### src/rtl/synth_pkg.sv
// Shared constants for the tone synthesiser: frame counter layout and
// phase accumulator width.
package synth_pkg;

    localparam int CNT_W    = 11;
    localparam int MCLK_BIT = 1;
    localparam int SCK_BIT  = 4;
    localparam int LRCK_BIT = 10;
    localparam int SLOTS    = 32;
    localparam int PHASE_W  = 24;
    localparam int SLOT_W   = $clog2(SLOTS);

endpackage

### src/rtl/i2s_tx.sv
// I2S framing and serialiser. All outputs are registered copies of the
// frame counter's next value, so they line up exactly with cnt and never
// glitch. sdout changes only where the slot field rolls over, which is the
// falling edge of SCK.
module i2s_tx
    import synth_pkg::*;
#(
    parameter int SAMPLE_W = 24
) (
    input  logic                clk,
    input  logic                rst,
    input  logic [CNT_W-1:0]    cnt,
    input  logic [SAMPLE_W-1:0] sample,
    output logic                mclk,
    output logic                sck,
    output logic                lrck,
    output logic                sdout
);

    logic              mclk_nxt;
    logic              sck_nxt;
    logic              lrck_nxt;
    logic              slot_edge;
    logic [SLOT_W-1:0] slot_nxt;
    logic [31:0]       sample_ext;
    logic              bit_nxt;

    // Each derived clock is bit b of cnt+1: bit b flips when all lower bits are 1.
    assign mclk_nxt  = cnt[MCLK_BIT] ^ (&cnt[MCLK_BIT-1:0]);
    assign sck_nxt   = cnt[SCK_BIT]  ^ (&cnt[SCK_BIT-1:0]);
    assign lrck_nxt  = cnt[LRCK_BIT] ^ (&cnt[LRCK_BIT-1:0]);
    assign slot_edge = &cnt[SCK_BIT:0];
    assign slot_nxt  = cnt[SCK_BIT+SLOT_W:SCK_BIT+1] + SLOT_W'(1);
    assign sample_ext = 32'(sample);

    // Bit for the slot about to start: slot 0 is the I2S delay bit, then MSB first, then zero padding.
    always_comb begin
        bit_nxt = 1'b0;
        if (slot_nxt != '0 && int'(slot_nxt) <= SAMPLE_W)
            bit_nxt = sample_ext[5'(SAMPLE_W - int'(slot_nxt))];
    end

    // Register the derived clocks and the serial data.
    always_ff @(posedge clk or posedge rst) begin
        if (rst) begin
            mclk  <= 1'b0;
            sck   <= 1'b0;
            lrck  <= 1'b0;
            sdout <= 1'b0;
        end else begin
            mclk <= mclk_nxt;
            sck  <= sck_nxt;
            lrck <= lrck_nxt;
            if (slot_edge)
                sdout <= bit_nxt;
        end
    end

endmodule

### src/rtl/synth_top.sv
// Tone synthesiser top: frame counter, phase accumulator, waveform select
// and LED display, feeding the I2S transmitter.
// Build option: SYNTH_SAW_EN selects a sawtooth; otherwise a square wave.
module synth_top
    import synth_pkg::*;
#(
    parameter logic [PHASE_W-1:0] PHASE_INC = 24'd151183,
    parameter int                 SAMPLE_W  = 24
) (
    input  logic       clk,
    input  logic       rst,
    output logic [7:0] led,
    output logic       mclk,
    output logic       lrck,
    output logic       sck,
    output logic       sdout
);

    logic [CNT_W-1:0]    cnt;
    logic [PHASE_W-1:0]  phase;
    logic [PHASE_W-1:0]  phase_nxt;
    logic [PHASE_W-1:0]  wave;
    logic [SAMPLE_W-1:0] sample;
    logic [SAMPLE_W-1:0] sample_nxt;
    logic                frame_end;

    assign frame_end = &cnt;
    assign phase_nxt = phase + PHASE_INC;

    // Waveform computed from the phase the accumulator is about to take.
    always_comb begin
`ifdef SYNTH_SAW_EN
        wave = phase_nxt ^ {1'b1, {(PHASE_W-1){1'b0}}};
`else
        wave = phase_nxt[PHASE_W-1] ? {2'b00, {(PHASE_W-2){1'b1}}}
                                    : {2'b11, {(PHASE_W-2){1'b0}}};
`endif
    end

    // Fit the 24-bit waveform to the DAC width, keeping it left-justified.
    if (SAMPLE_W <= PHASE_W) begin : g_trunc
        assign sample_nxt = wave[PHASE_W-1 -: SAMPLE_W];
    end else begin : g_pad
        assign sample_nxt = {wave, {(SAMPLE_W-PHASE_W){1'b0}}};
    end

    // Free-running frame counter; wraps every 2048 clocks.
    always_ff @(posedge clk or posedge rst) begin
        if (rst)
            cnt <= '0;
        else
            cnt <= cnt + CNT_W'(1);
    end

    // Advance phase and latch a new sample once per frame, so L and R always match.
    always_ff @(posedge clk or posedge rst) begin
        if (rst) begin
            phase  <= '0;
            sample <= '0;
            led    <= '0;
        end else if (frame_end) begin
            phase  <= phase_nxt;
            sample <= sample_nxt;
            led    <= sample_nxt[SAMPLE_W-1 -: 8];
        end
    end

    i2s_tx #(
        .SAMPLE_W (SAMPLE_W)
    ) u_i2s_tx (
        .clk    (clk),
        .rst    (rst),
        .cnt    (cnt),
        .sample (sample),
        .mclk   (mclk),
        .sck    (sck),
        .lrck   (lrck),
        .sdout  (sdout)
    );

endmodule

### config.mk
export PLATFORM = sky130hd
export DESIGN_NAME = synth_top
export DESIGN_NICKNAME = d
export VERILOG_FILES = /design/src/rtl/synth_pkg.sv /design/src/rtl/i2s_tx.sv /design/src/rtl/synth_top.sv
export SDC_FILE = /design/constraint.sdc
export NUM_CORES = 1
export LEC_CHECK = 0
export ABC_AREA = 1
export BUFFER_PORTS_ARGS = -buffer_cell sky130_fd_sc_hd__buf_2
export CORE_ASPECT_RATIO = 1.2
export CORE_UTILIZATION = 60
export CTS_CLUSTER_SIZE = 16
export DETAILED_ROUTE_END_ITERATION = 10
export HOLD_SLACK_MARGIN = 0.06
export PLACE_DENSITY = 0.79
export SLEW_MARGIN = 25
export SYNTH_ARGS = -nofsm -noshare
export SYNTH_HDL_FRONTEND = slang
export SYNTH_SLANG_ARGS = --single-unit
### constraint.sdc
create_clock -name clk -period 2.1 [get_ports clk]
set_input_delay 0.315 -clock clk [delete_from_list [all_inputs] [get_ports clk]]
set_output_delay 0.315 -clock clk [all_outputs]
set_load 0.02 [all_outputs]
==> flow_metrics.tcl <==
set metrics [dict create \
    outcome "complete, no violations" \
    die_h_um 70.10 \
    syn_avg_cell_area_um2 7.995 \
    clk_latency_ns 0.29 \
    rsz0062_at_grt "false" \
    r2r_slack_ns 0.31 \
    rows 24 \
    cts_setup_buffers 0 \
    cts_buffers 5 \
    crit_path_start "cnt[5]$_DFF_PP0_" \
    cts_root_buffer "clkbuf_8" \
    yosysSeqAreaShare_pct 41.01 \
    tritoncts "done" \
    io_pins 14 \
    r2r-start "cnt[5]$_DFF_PP0_" \
    cts.hold.buffers_added 0 \
    r2r_end "u_i2s_tx.sdout$_DFFE_PP0P_" \
    dp_hpwl_um 3017 \
    fin_ws_ns 0.3145 \
    synth_top_area_cell "dfrtp_1" \
    slowest_delay_ns 0.56 \
    die_w_um 58.75 \
    met1_usage_pct 26.50 \
    drv_slew 0 \
    dieArea_um2 4118 \
    crit_path_end_kind "flop" \
    fin_worst_skew_ns 0.004514 \
    arrival_ns 1.97 \
    drive_gt1_share_pct 11.30 \
    ir_drop_v 0.0004232 \
    cts_htree_levels 2 \
    wl_per_cell_um 11.48 \
    reg2regPathDepth 10 \
    grt_antenna_before_repair 0 \
    synthTopCellsByArea "dfrtp_1 (41%), nand2_1 (13%), inv_1 (6.8%)" \
    ys_types 23 \
    worstMarginPinSlew_ns 0.5442 \
    yosys_warnings 0 \
    vias_per_cell 5.054 \
    use_met3_pct 5.741 \
    core_area_um2 3664 \
    hold_viol 0 \
    cpMostUsedCell "nand2_1" \
    via_count 1784 \
    finalSetupViolCount 0 \
    start_util_pct 63.29 \
    cp-start-kind "flop" \
    grt_max_degree 39 \
    wirelength_um 4053 \
    worstPathMaxFanout 10 \
    syn_inst 290 \
    drt_pass1_iterations 4 \
    diodes 0 \
    crit_chain "ha_1 > inv_1 > nand2_1 > nand2_1 > nand2_1 > inv_1 > o21ai_1 > nand3_1 > nand3_1 > nand2_1" \
    grt_pass1_vias 1783 \
    track_usage_pct 23.36 \
    clock-sinks 38 \
    drv_cap 0 \
    drt_iter0_markers 85 \
    netlist_area_um2 2318 \
    fin_tns_setup_ns 0 \
    worstPathRequired_ns 2.28 \
    dp_slack_ns 0.3219 \
    ys_ff_latch 38 \
    p_per_area_nw_per_um2 508.5 \
    grt_pass1_wl_um 7272 \
    globalplace.congestion 0.8238 \
    post_cts_resized 0 \
    syn_nets 297 \
    slew_headroom_pct 63.44 \
    grt_use_met2_pct 39.77 \
    min_period_over_period_pct 85.03 \
    clk_pin_slew_ns 0.07 \
    busiest_layer "met2" \
    worst_hold_slack_ns 0.1336 \
    path_class "reg -> reg" \
    layout.nets 309 \
    fmax_mhz 560.1 \
    overflow 0 \
    period_needed_ns 1.786 \
    p_total_mw 1.250 \
    drc_errors 0 \
    clockBufferDepth 2 \
    ant_nets 0 \
    synth_top_area_share_pct 41.01 \
    port_buffers 13 \
    hold_path.class "in -> async" \
    leakagePower_nw 1.350 \
    area_growth_pct 6.044 \
    cp_slowest_cell "dfrtp_1" \
    endpoint "u_i2s_tx.sdout$_DFFE_PP0P_" \
]
-- flip-flops by register name (all words and copies together), names as in the netlist --
signal,cells
led,2
phase,23
u_i2s_tx.sdout,1
cnt,11
u_i2s_tx.lrck,1
-- worst max-delay path: cells and delay by family, from the launching register on --
kind                     cells  cell delay [ns]
AND/OR/NAND/NOR              6             0.55
buffers and inverters        2             0.13
flip-flops                   1             0.56
AO/OA/AOI/OAI                1             0.15
adder cells (fa/ha/maj)      1             0.28
-- layout by cell type, fill, tap and decap left out --
cell	instances
buf_2	13
nand2_1	81
nand3_4	1
dfrtp_1	38
xor2_1	15
a21oi_1	5
nor2_8	1
nand4_1	6
ha_1	5
nand4_4	1
o21ai_0	5
xnor2_2	3
xnor2_1	6
buf_4	1
nor2_1	24
nor2_4	2
o21ai_1	1
nand3b_1	3
nand2_4	3
nand3_2	3
clkbuf_8	6
inv_1	42
nand3_1	31
nor3_1	5
-- worst min path at each step --
| stage | startpoint | endpoint | slack [ns] | cells after the start |
|---|---|---|---|---|
| 2_1_floorplan | cnt[0]$_DFF_PP0_ | cnt[0]$_DFF_PP0_ | 0.42 | 1 |
| 3_3_place_gp | cnt[0]$_DFF_PP0_ | cnt[0]$_DFF_PP0_ | 0.43 | 1 |
| 3_5_place_dp | cnt[0]$_DFF_PP0_ | cnt[0]$_DFF_PP0_ | 0.46 | 1 |
| 4_1_cts | rst | cnt[6]$_DFF_PP0_ | 0.15 | 3 |
| 5_1_grt | rst | cnt[4]$_DFF_PP0_ | 0.18 | 3 |
| 6_report | rst | phase[18]$_DFFE_PP0P_ | 0.13 | 3 |
-- per-stage QoR --
step | area [um2] | util [%] | instances
final | 2459 | 67.11 | 353
after detailed placement | 2376 | 64.86 | 347
after CTS | 2459 | 67.11 | 353
after floorplan | 2318 | - | 290
after global routing | 2459 | 67.11 | 353
after global placement | 2376 | 64.86 | 347
-- cell families after synthesis --
family | synth area share (%)
AO/OA/AOI/OAI | 2.374
XOR/XNOR | 10.04
adder cells (fa/ha/maj) | 2.698
buffers and inverters | 10.25
flip-flops | 41.01
AND/OR/NAND/NOR | 33.62
-- final cells by class --
class                      count  area, um2
inverter                      42      157.7
fill                         324       1205
timing repair buffer          14      72.57
multi-input combinational    201       1130
tap                           52      65.06
clock buffer                   6      82.58
sequential                    38      950.9
-- cells in the mapped netlist --
cell type  number
o21ai_1         1
nor3_1          5
xnor2_1         6
buf_4           8
nand4_1         6
nand2_4         3
ha_1            5
nand2_1        81
nand4_4         1
nor2_4          2
buf_12          1
nand3_4         1
dfrtp_1        38
nand3b_1        3
nor2_1         24
inv_1          42
xnor2_2         3
o21ai_0         5
nand3_1        31
nand3_2         3
nor2_8          1
xor2_1         15
a21oi_1         5
-- layer usage --
metal | part of all wire, % | vias up
met5 | 0 | -
met4 | 1.8 | 0
met3 | 2.6 | 7
met2 | 51 | 18
met1 | 45 | 839
li1 | - | 920
-- where the power goes --
group | internal [mW] | leakage, nW | switching [mW]
Sequential | 0.731 | 0.517 | 0
Combinational | 0.00202 | 0.791 | 0.0141
Clock | 0.253 | 0.0431 | 0.249
Total | 0.987 | 1.35 | 0.264
Note: power is estimated with default switching activity, not from simulation.
